### src/rtl/freq_meter_ctrl.sv
// Measurement-window controller: counts synchronised rising edges of sig_in between
// consecutive tick_1s pulses and publishes the saturated count with a valid pulse.
module freq_meter_ctrl #(
  parameter int CNT_W       = 27,
  parameter int SYNC_STAGES = 2
) (
  input  logic             clk,
  input  logic             rst,
  input  logic             tick_1s,
  input  logic             sig_in,
  input  logic             start,
  input  logic             cont_en,
  input  logic             abort,
  output logic [CNT_W-1:0] freq,
  output logic             freq_valid,
  output logic             overflow,
  output logic             busy
);

  typedef enum logic [1:0] {IDLE, ARM, COUNT} state_t;

  localparam logic [CNT_W-1:0] CNT_MAX = '1;

  state_t                 state;
  logic [SYNC_STAGES-1:0] sync_p0;
  logic                   sig_dly_p1;
  logic                   rise;
  logic [CNT_W-1:0]       cnt;
  logic                   sat;
  logic [CNT_W:0]         inc;

  // Returns {saturated_this_cycle, next_value}; the counter sticks at CNT_MAX.
  function automatic logic [CNT_W:0] sat_inc(input logic [CNT_W-1:0] val, input logic en);
    if (en && (val == CNT_MAX)) return {1'b1, CNT_MAX};
    return {1'b0, val + {{(CNT_W-1){1'b0}}, en}};
  endfunction

  assign rise = sync_p0[SYNC_STAGES-1] & ~sig_dly_p1;
  assign inc  = sat_inc(cnt, rise);

  always_ff @(posedge clk) begin
    if (rst) begin
      sync_p0    <= '0;
      sig_dly_p1 <= 1'b0;
      state      <= IDLE;
      cnt        <= '0;
      sat        <= 1'b0;
      freq       <= '0;
      freq_valid <= 1'b0;
      overflow   <= 1'b0;
      busy       <= 1'b0;
    end else begin
      // synchroniser stages, then edge-detect delay
      sync_p0    <= {sync_p0[SYNC_STAGES-2:0], sig_in};
      sig_dly_p1 <= sync_p0[SYNC_STAGES-1];
      freq_valid <= 1'b0;
      if (abort) begin
        state <= IDLE;
        cnt   <= '0;
        sat   <= 1'b0;
        busy  <= 1'b0;
      end else begin
        case (state)
          IDLE: begin
            if (start) begin
              state <= ARM;
              busy  <= 1'b1;
            end
          end
          ARM: begin
            // an edge landing on the opening tick belongs to no window
            if (tick_1s) begin
              state <= COUNT;
              cnt   <= '0;
              sat   <= 1'b0;
            end
          end
          COUNT: begin
            if (tick_1s) begin
              freq       <= inc[CNT_W-1:0];
              overflow   <= sat | inc[CNT_W];
              freq_valid <= 1'b1;
              cnt        <= '0;
              sat        <= 1'b0;
              if (!cont_en) begin
                state <= IDLE;
                busy  <= 1'b0;
              end
            end else begin
              cnt <= inc[CNT_W-1:0];
              sat <= sat | inc[CNT_W];
            end
          end
          default: begin
            state <= IDLE;
            busy  <= 1'b0;
          end
        endcase
      end
    end
  end

endmodule

### config.mk
export PLATFORM = sky130hd
export DESIGN_NAME = freq_meter_ctrl
export DESIGN_NICKNAME = d
export VERILOG_FILES = /design/src/rtl/freq_meter_ctrl.sv
export SDC_FILE = /design/constraint.sdc
export NUM_CORES = 1
export LEC_CHECK = 0
export ABC_AREA = 1
export CELL_PAD_IN_SITES_DETAIL_PLACEMENT = 1
export CELL_PAD_IN_SITES_GLOBAL_PLACEMENT = 1
export CORE_MARGIN = 2
export CORE_UTILIZATION = 39
export DETAILED_ROUTE_END_ITERATION = 6
export GPL_TIMING_DRIVEN = 0
export PLACE_DENSITY_LB_ADDON = 0.1
export SLEW_MARGIN = 40
export SYNTH_ARGS = -nofsm -noshare
export SYNTH_HDL_FRONTEND = slang
export SYNTH_SLANG_ARGS = --single-unit
### constraint.sdc
create_clock -name clk -period 2.28 [get_ports clk]
set_clock_uncertainty 0.15 [all_clocks]
set_input_delay 0.228 -clock clk [delete_from_list [all_inputs] [get_ports clk]]
set_output_delay 0.228 -clock clk [all_outputs]
set_load 0.03 [all_outputs]
# Yosys cells after proc, flatten, opt, wreduce, memory -nomap -nowiden
# Index checks and enable logic that the tools add are counted.
word_totals:
  register_bits: 63
  inputBits: 7
op_classes:
  n_addsub: 1
  n_eq_ne: 7
  muxes: 19
  bitwise_logic: 6
  reduce_logical: 9
ops:
  columns: ["operator", "n"]
  rows:
  - ["28-bit 2-to-1 mux", 2]
  - ["27-bit 2-to-1 mux", 2]
  - ["27-bit one-hot mux with 2 select lines", 1]
  - ["27-bit by 1-bit adder with 27-bit output", 1]
  - ["27-bit equality test (second input constant)", 1]
  - ["2-bit 2-to-1 mux", 4]
  - ["2-bit != test (second input constant)", 4]
  - ["4-bit AND reduction", 2]
  - ["1-bit 2-to-1 mux", 7]
  - ["2-bit one-hot mux with 3 select lines", 1]
  - ["1-bit inverter", 4]
  - ["1-bit one-hot mux with 3 select lines", 1]
  - ["3-bit AND reduction", 1]
  - ["3-bit OR reduction", 1]
  - ["2-bit by 1-bit equality test with 1-bit output (second input constant)", 1]
  - ["2-bit equality test (second input constant)", 1]
  - ["2-bit logical NOT", 1]
  - ["1-bit one-hot mux with 2 select lines", 1]
  - ["2-bit AND reduction", 1]
  - ["2-bit nonzero test", 1]
  - ["2-bit OR reduction", 1]
  - ["1-bit AND", 1]
  - ["1-bit logical AND", 1]
  - ["1-bit OR", 1]

# Longest topological paths before layout
logic_depth:
  word_depth: 8
  mapped_depth: 13
  depth_no_buf: 13

# Worst setup path after synthesis
# Ideal clock, no wire load.
synth_path:
  kind: "register to register"
  startpoint: "register sync_p0[1]"
  endpoint: "register freq[6]"
  arrival_ns: 1.598
  t_required_ns: 2.015
  setup_slack_ns: 0.416
  path_stages_with_launch: 13
  path_buffers: 0
  period_less_slack_ns: 1.864
  cell_sequence: "dfxtp_1 -> inv_1 -> nor2_1 -> ha_1 -> ha_1 -> inv_1 -> nor2_1 -> inv_1 -> nor2_1 -> xnor2_1 -> nand2_1 -> o21ai_0 -> inv_1"
synth_between:
  elab_chain_cells: 4
  elab_cells_between_ends: 5
  classes_between: "1 x add/sub; 2 x mux; 1 x bitwise; 1 x reduce/logical"
synth_rtl:
  columns: ["element", "line", "rtl"]
  rows:
  - ["from (decl)", "25", "logic [SYNC_STAGES-1:0] sync_p0;"]
  - ["from (signal assigned)", "54", "sync_p0 <= {sync_p0[SYNC_STAGES-2:0], sig_in};"]
  - ["1-bit AND *", "38", "assign rise = sync_p0[SYNC_STAGES-1] & ~sig_dly_p1;"]
  - ["parallel branches: the longest is 2 deep, another holds 27-bit by 1-bit adder with 27-bit output", null, null]
  - ["28-bit 2-to-1 mux *", "35", "return {1'b0, val + {{(CNT_W-1){1'b0}}, en}};"]
  - ["to (signal assigned)", "80", "freq <= inc[CNT_W-1:0];"]
  - ["to (decl)", "14", "output logic [CNT_W-1:0] freq,"]
# Every way passes the cells marked *.
# A chain may end at the register's enable or synchronous reset.

# Final worst setup path
layout_path:
  startpoint: "register sync_p0[1]"
  endpoint: "register cnt[15]"
layout_between:
  elab_chain_cells: 6
  elab_cells_between_ends: 7
  classes_between: "1 x add/sub; 4 x mux; 1 x bitwise; 1 x reduce/logical"
layout_rtl:
  columns: ["element", "line", "rtl"]
  rows:
  - ["1-bit AND *", "38", null]
  - ["parallel branches: the longest is 2 deep, another holds 27-bit by 1-bit adder with 27-bit output", null, null]
  - ["28-bit 2-to-1 mux *", "35", null]
  - ["27-bit 2-to-1 mux *", "79", "if (tick_1s) begin"]
  - ["27-bit one-hot mux with 2 select lines *", "63", "case (state)"]
  - ["to (signal assigned)", "90", "cnt <= inc[CNT_W-1:0];"]
  - ["to (decl)", "28", "logic [CNT_W-1:0] cnt;"]
# Marked as above.

==> results.json <==
{
  "drv_cap": 0,
  "synth_top_cell_by_area": "dfxtp_1",
  "yosysMostFrequentCell": "nand2_1",
  "ant_nets": 0,
  "min_to": "sync_p0[0]",
  "die_x_microns": 95.8,
  "grt_usage": 0.223,
  "ctsHoldBuffers": 0,
  "finalSetupViolations": 0,
  "cp_max_fo": 4,
  "nNetsFinal": 565,
  "wl_microns": 9480,
  "yosys_register_bits": 63,
  "post_dp_cell_area_sq_mm": 0.00377,
  "vias_per_cell": 4.90,
  "min_period_over_period": 0.916,
  "cts_tree": "built",
  "tightest_slew_ns": 0.618,
  "required_ns": 2.41,
  "rr_worst_depth": 11,
  "finalCriticalPeriod_ns": 2.09,
  "status": "finished clean",
  "vias": 3256,
  "drc": 0,
  "power_density_mw_per_mm2": 513,
  "syn_inst": 508,
  "yosys-top-cells-area": "dfxtp_1 38%, nand2_1 15%, nor2_1 12%",
  "syn_nets": 518,
  "die_area_sq_mm": 0.00917,
  "antennaDiodeCount": 0,
  "h-tree-depth": 3,
  "start_util": 0.402,
  "async_reset_ff_frac": 0,
  "min_path_type": "primary input to flop",
  "combPwrFrac": 0.037,
  "wl_per_cell_microns": 14.3,
  "ir_worst_vdd_mv": 0.204,
  "critPathCaptureType": "flop",
  "p_seq_frac": 0.542,
  "grt_pass1_vias": 3266,
  "finalHoldViolCount": 0,
  "grt_pass1_wl_microns": 15800,
  "stdcell_area_sq_mm": 0.00399,
  "crit_arrival_ns": 2.22,
  "core_sq_mm": 0.00818,
  "drt_iter0_drc": 78,
  "insertion_delay_ns": 0.35,
  "gp_congestion": 0.884,
  "slew_viol_final": 0,
  "synth.avg_cell_area_sq_um": 6.46,
  "io_pins": 37,
  "area_growth_pct": 21.5,
  "synth_common_cells": "135 x nand2_1, 101 x nor2_1, 63 x dfxtp_1",
  "internal_power_mw": 1.54,
  "finish.utilization": 0.488,
  "power_frac_clock": 0.420,
  "netlist_area_sq_mm": 0.00328,
  "yosys.area.top_type_share": 0.384,
  "r2r_start": "sync_p0[1]",
  "synth_cell_type_count": 28,
  "hold_depth": 3,
  "start_kind": "flop",
  "crit_type": "flop to flop",
  "rows": 33,
  "timing.fmax_ghz": 0.479,
  "ff2ff_setup_slack_ns": 0.19,
  "path_clk_slew_ns": 0.07,
  "hpwl_microns": 7290,
  "synth_edf_count": 0,
  "clock-root-buffer": "clkbuf_8",
  "drt-pass1-iter-count": 4,
  "numCtsBuffers": 9,
  "reg2reg_to": "cnt[15]",
  "layout-drive-gt1-share": 0.104,
  "clockBufferDepth": 2,
  "antenna_found_initial": 0,
  "sw_frac_of_total": 0.245,
  "cts.sinks": 63,
  "gr-total-overflow": 0,
  "cts_setup_buffers": 0,
  "leakage_nw": 1.58,
  "ys.flop_type": "dfxtp_1",
  "hold_start": "sig_in",
  "p_sw_mw": 0.502,
  "yosysWarnings": 0,
  "ys_seq_area_frac": 0.384,
  "grt_max_degree": 11,
  "portBuffers": 36,
  "die_height_microns": 95.8,
  "timing.slew.headroom": 0.588
}
[flip-flops by register name, indices dropped and copies added, names as in the netlist]
register	flops
cnt	27
freq	27
state	2
sync_p0	2
busy	1
freq_valid	1
overflow	1
sat	1
sig_dly_p1	1
[layer usage]
metal | global-route usage | vias to the layer above | part of all wire | wire [microns]
li1 | - | 1675 | - | -
met1 | 0.286 | 1518 | 0.47 | 4480
met2 | 0.382 | 50 | 0.48 | 4570
met3 | 0.0313 | 13 | 0.030 | 285
met4 | 0.0786 | 0 | 0.015 | 146
met5 | 0 | - | 0 | 0
[metrics by stage]
stage | TNS, ns | hold WS, ns | setup WS [ns] | power [mW] | std cells
CTS | 0 | 0.258 | 0.0320 | 2.06 | 664
floorplan | 0 | 0.185 | 0.416 | 1.18 | 508
finish | 0 | 0.257 | 0.192 | 2.05 | 664
global placement | -0.0419 | 0.254 | -0.0260 | 1.21 | 649
detailed placement | -0.442 | 0.262 | -0.0777 | 1.21 | 649
global route | -0.00151 | 0.265 | -0.00151 | 2.12 | 664
[power by group through the flow]
stage	clock, mW	sequential, mW	combinational [mW]
after floorplan	0	1.14	0.0350
after global placement	0	1.13	0.0745
after detailed placement	0	1.13	0.0762
after CTS	0.873	1.11	0.0771
after global routing	0.926	1.11	0.0840
final	0.860	1.11	0.0766
[worst max path at each step]
stage / slack (ns) / to / cells after the start / startpoint
2_1_floorplan: 0.42 / freq[6] / 12 / sync_p0[1]
3_3_place_gp: -0.03 / freq[6] / 12 / sync_p0[1]
3_5_place_dp: -0.08 / freq[26] / 13 / sync_p0[1]
4_1_cts: 0.03 / freq[6] / 12 / sync_p0[1]
5_1_grt: -0.002 / freq[16] / 10 / sync_p0[1]
6_report: 0.19 / cnt[15] / 11 / sync_p0[1]
[placed cells by master (no fill, tap or decap), types with 4 or more instances in the layout]
cell type,count
clkdlybuf4s50_1,36
clkbuf_1,13
nand3b_1,5
a21oi_2,4
nand2_1,135
nor2_4,6
o21ai_0,33
nor2_1,96
clkbuf_8,10
nor2_2,5
dfxtp_1,63
nand2_2,6
a21oi_1,29
nand3_1,26
inv_1,51
nand3_2,8
[cell families after synthesis]
logic type      Yosys count  share of synthesized area
simple gates            293                      0.386
buf+inv                  73                     0.0903
compound gates           72                      0.118
flops                    63                      0.384
xor+xnor                  4                     0.0107
fa+ha+maj                 3                     0.0114
[final cells by class]
type,count,area [sq um]
clock buffers,11,141
clock inverters,4,22.5
plain buffers,18,90.1
well taps,105,131
fillers,1095,4190
inverters,55,206
flip-flops and latches,63,1260
repair buffers,36,360
multi-input cells,372,1780
[what timing repair did]
item | 4_1_cts | 5_1_grt
pin swaps | 0 | 0
cloned | 0 | 0
endpoints found under the setup margin | 12 | 26
gates resized for setup | 1 | 12
[critical path: stages, from the launching register on]
cell	delay (ns)
dfxtp_1	0.32
inv_1	0.07
nor2_4	0.17
ha_1	0.24
nand3_1	0.14
inv_2	0.09
nand2_1	0.12
nor2_1	0.25
nand3b_1	0.12
nand3_1	0.15
nand2_1	0.09
a21oi_2	0.11
No activity file was read; power rests on OpenSTA's default activity.
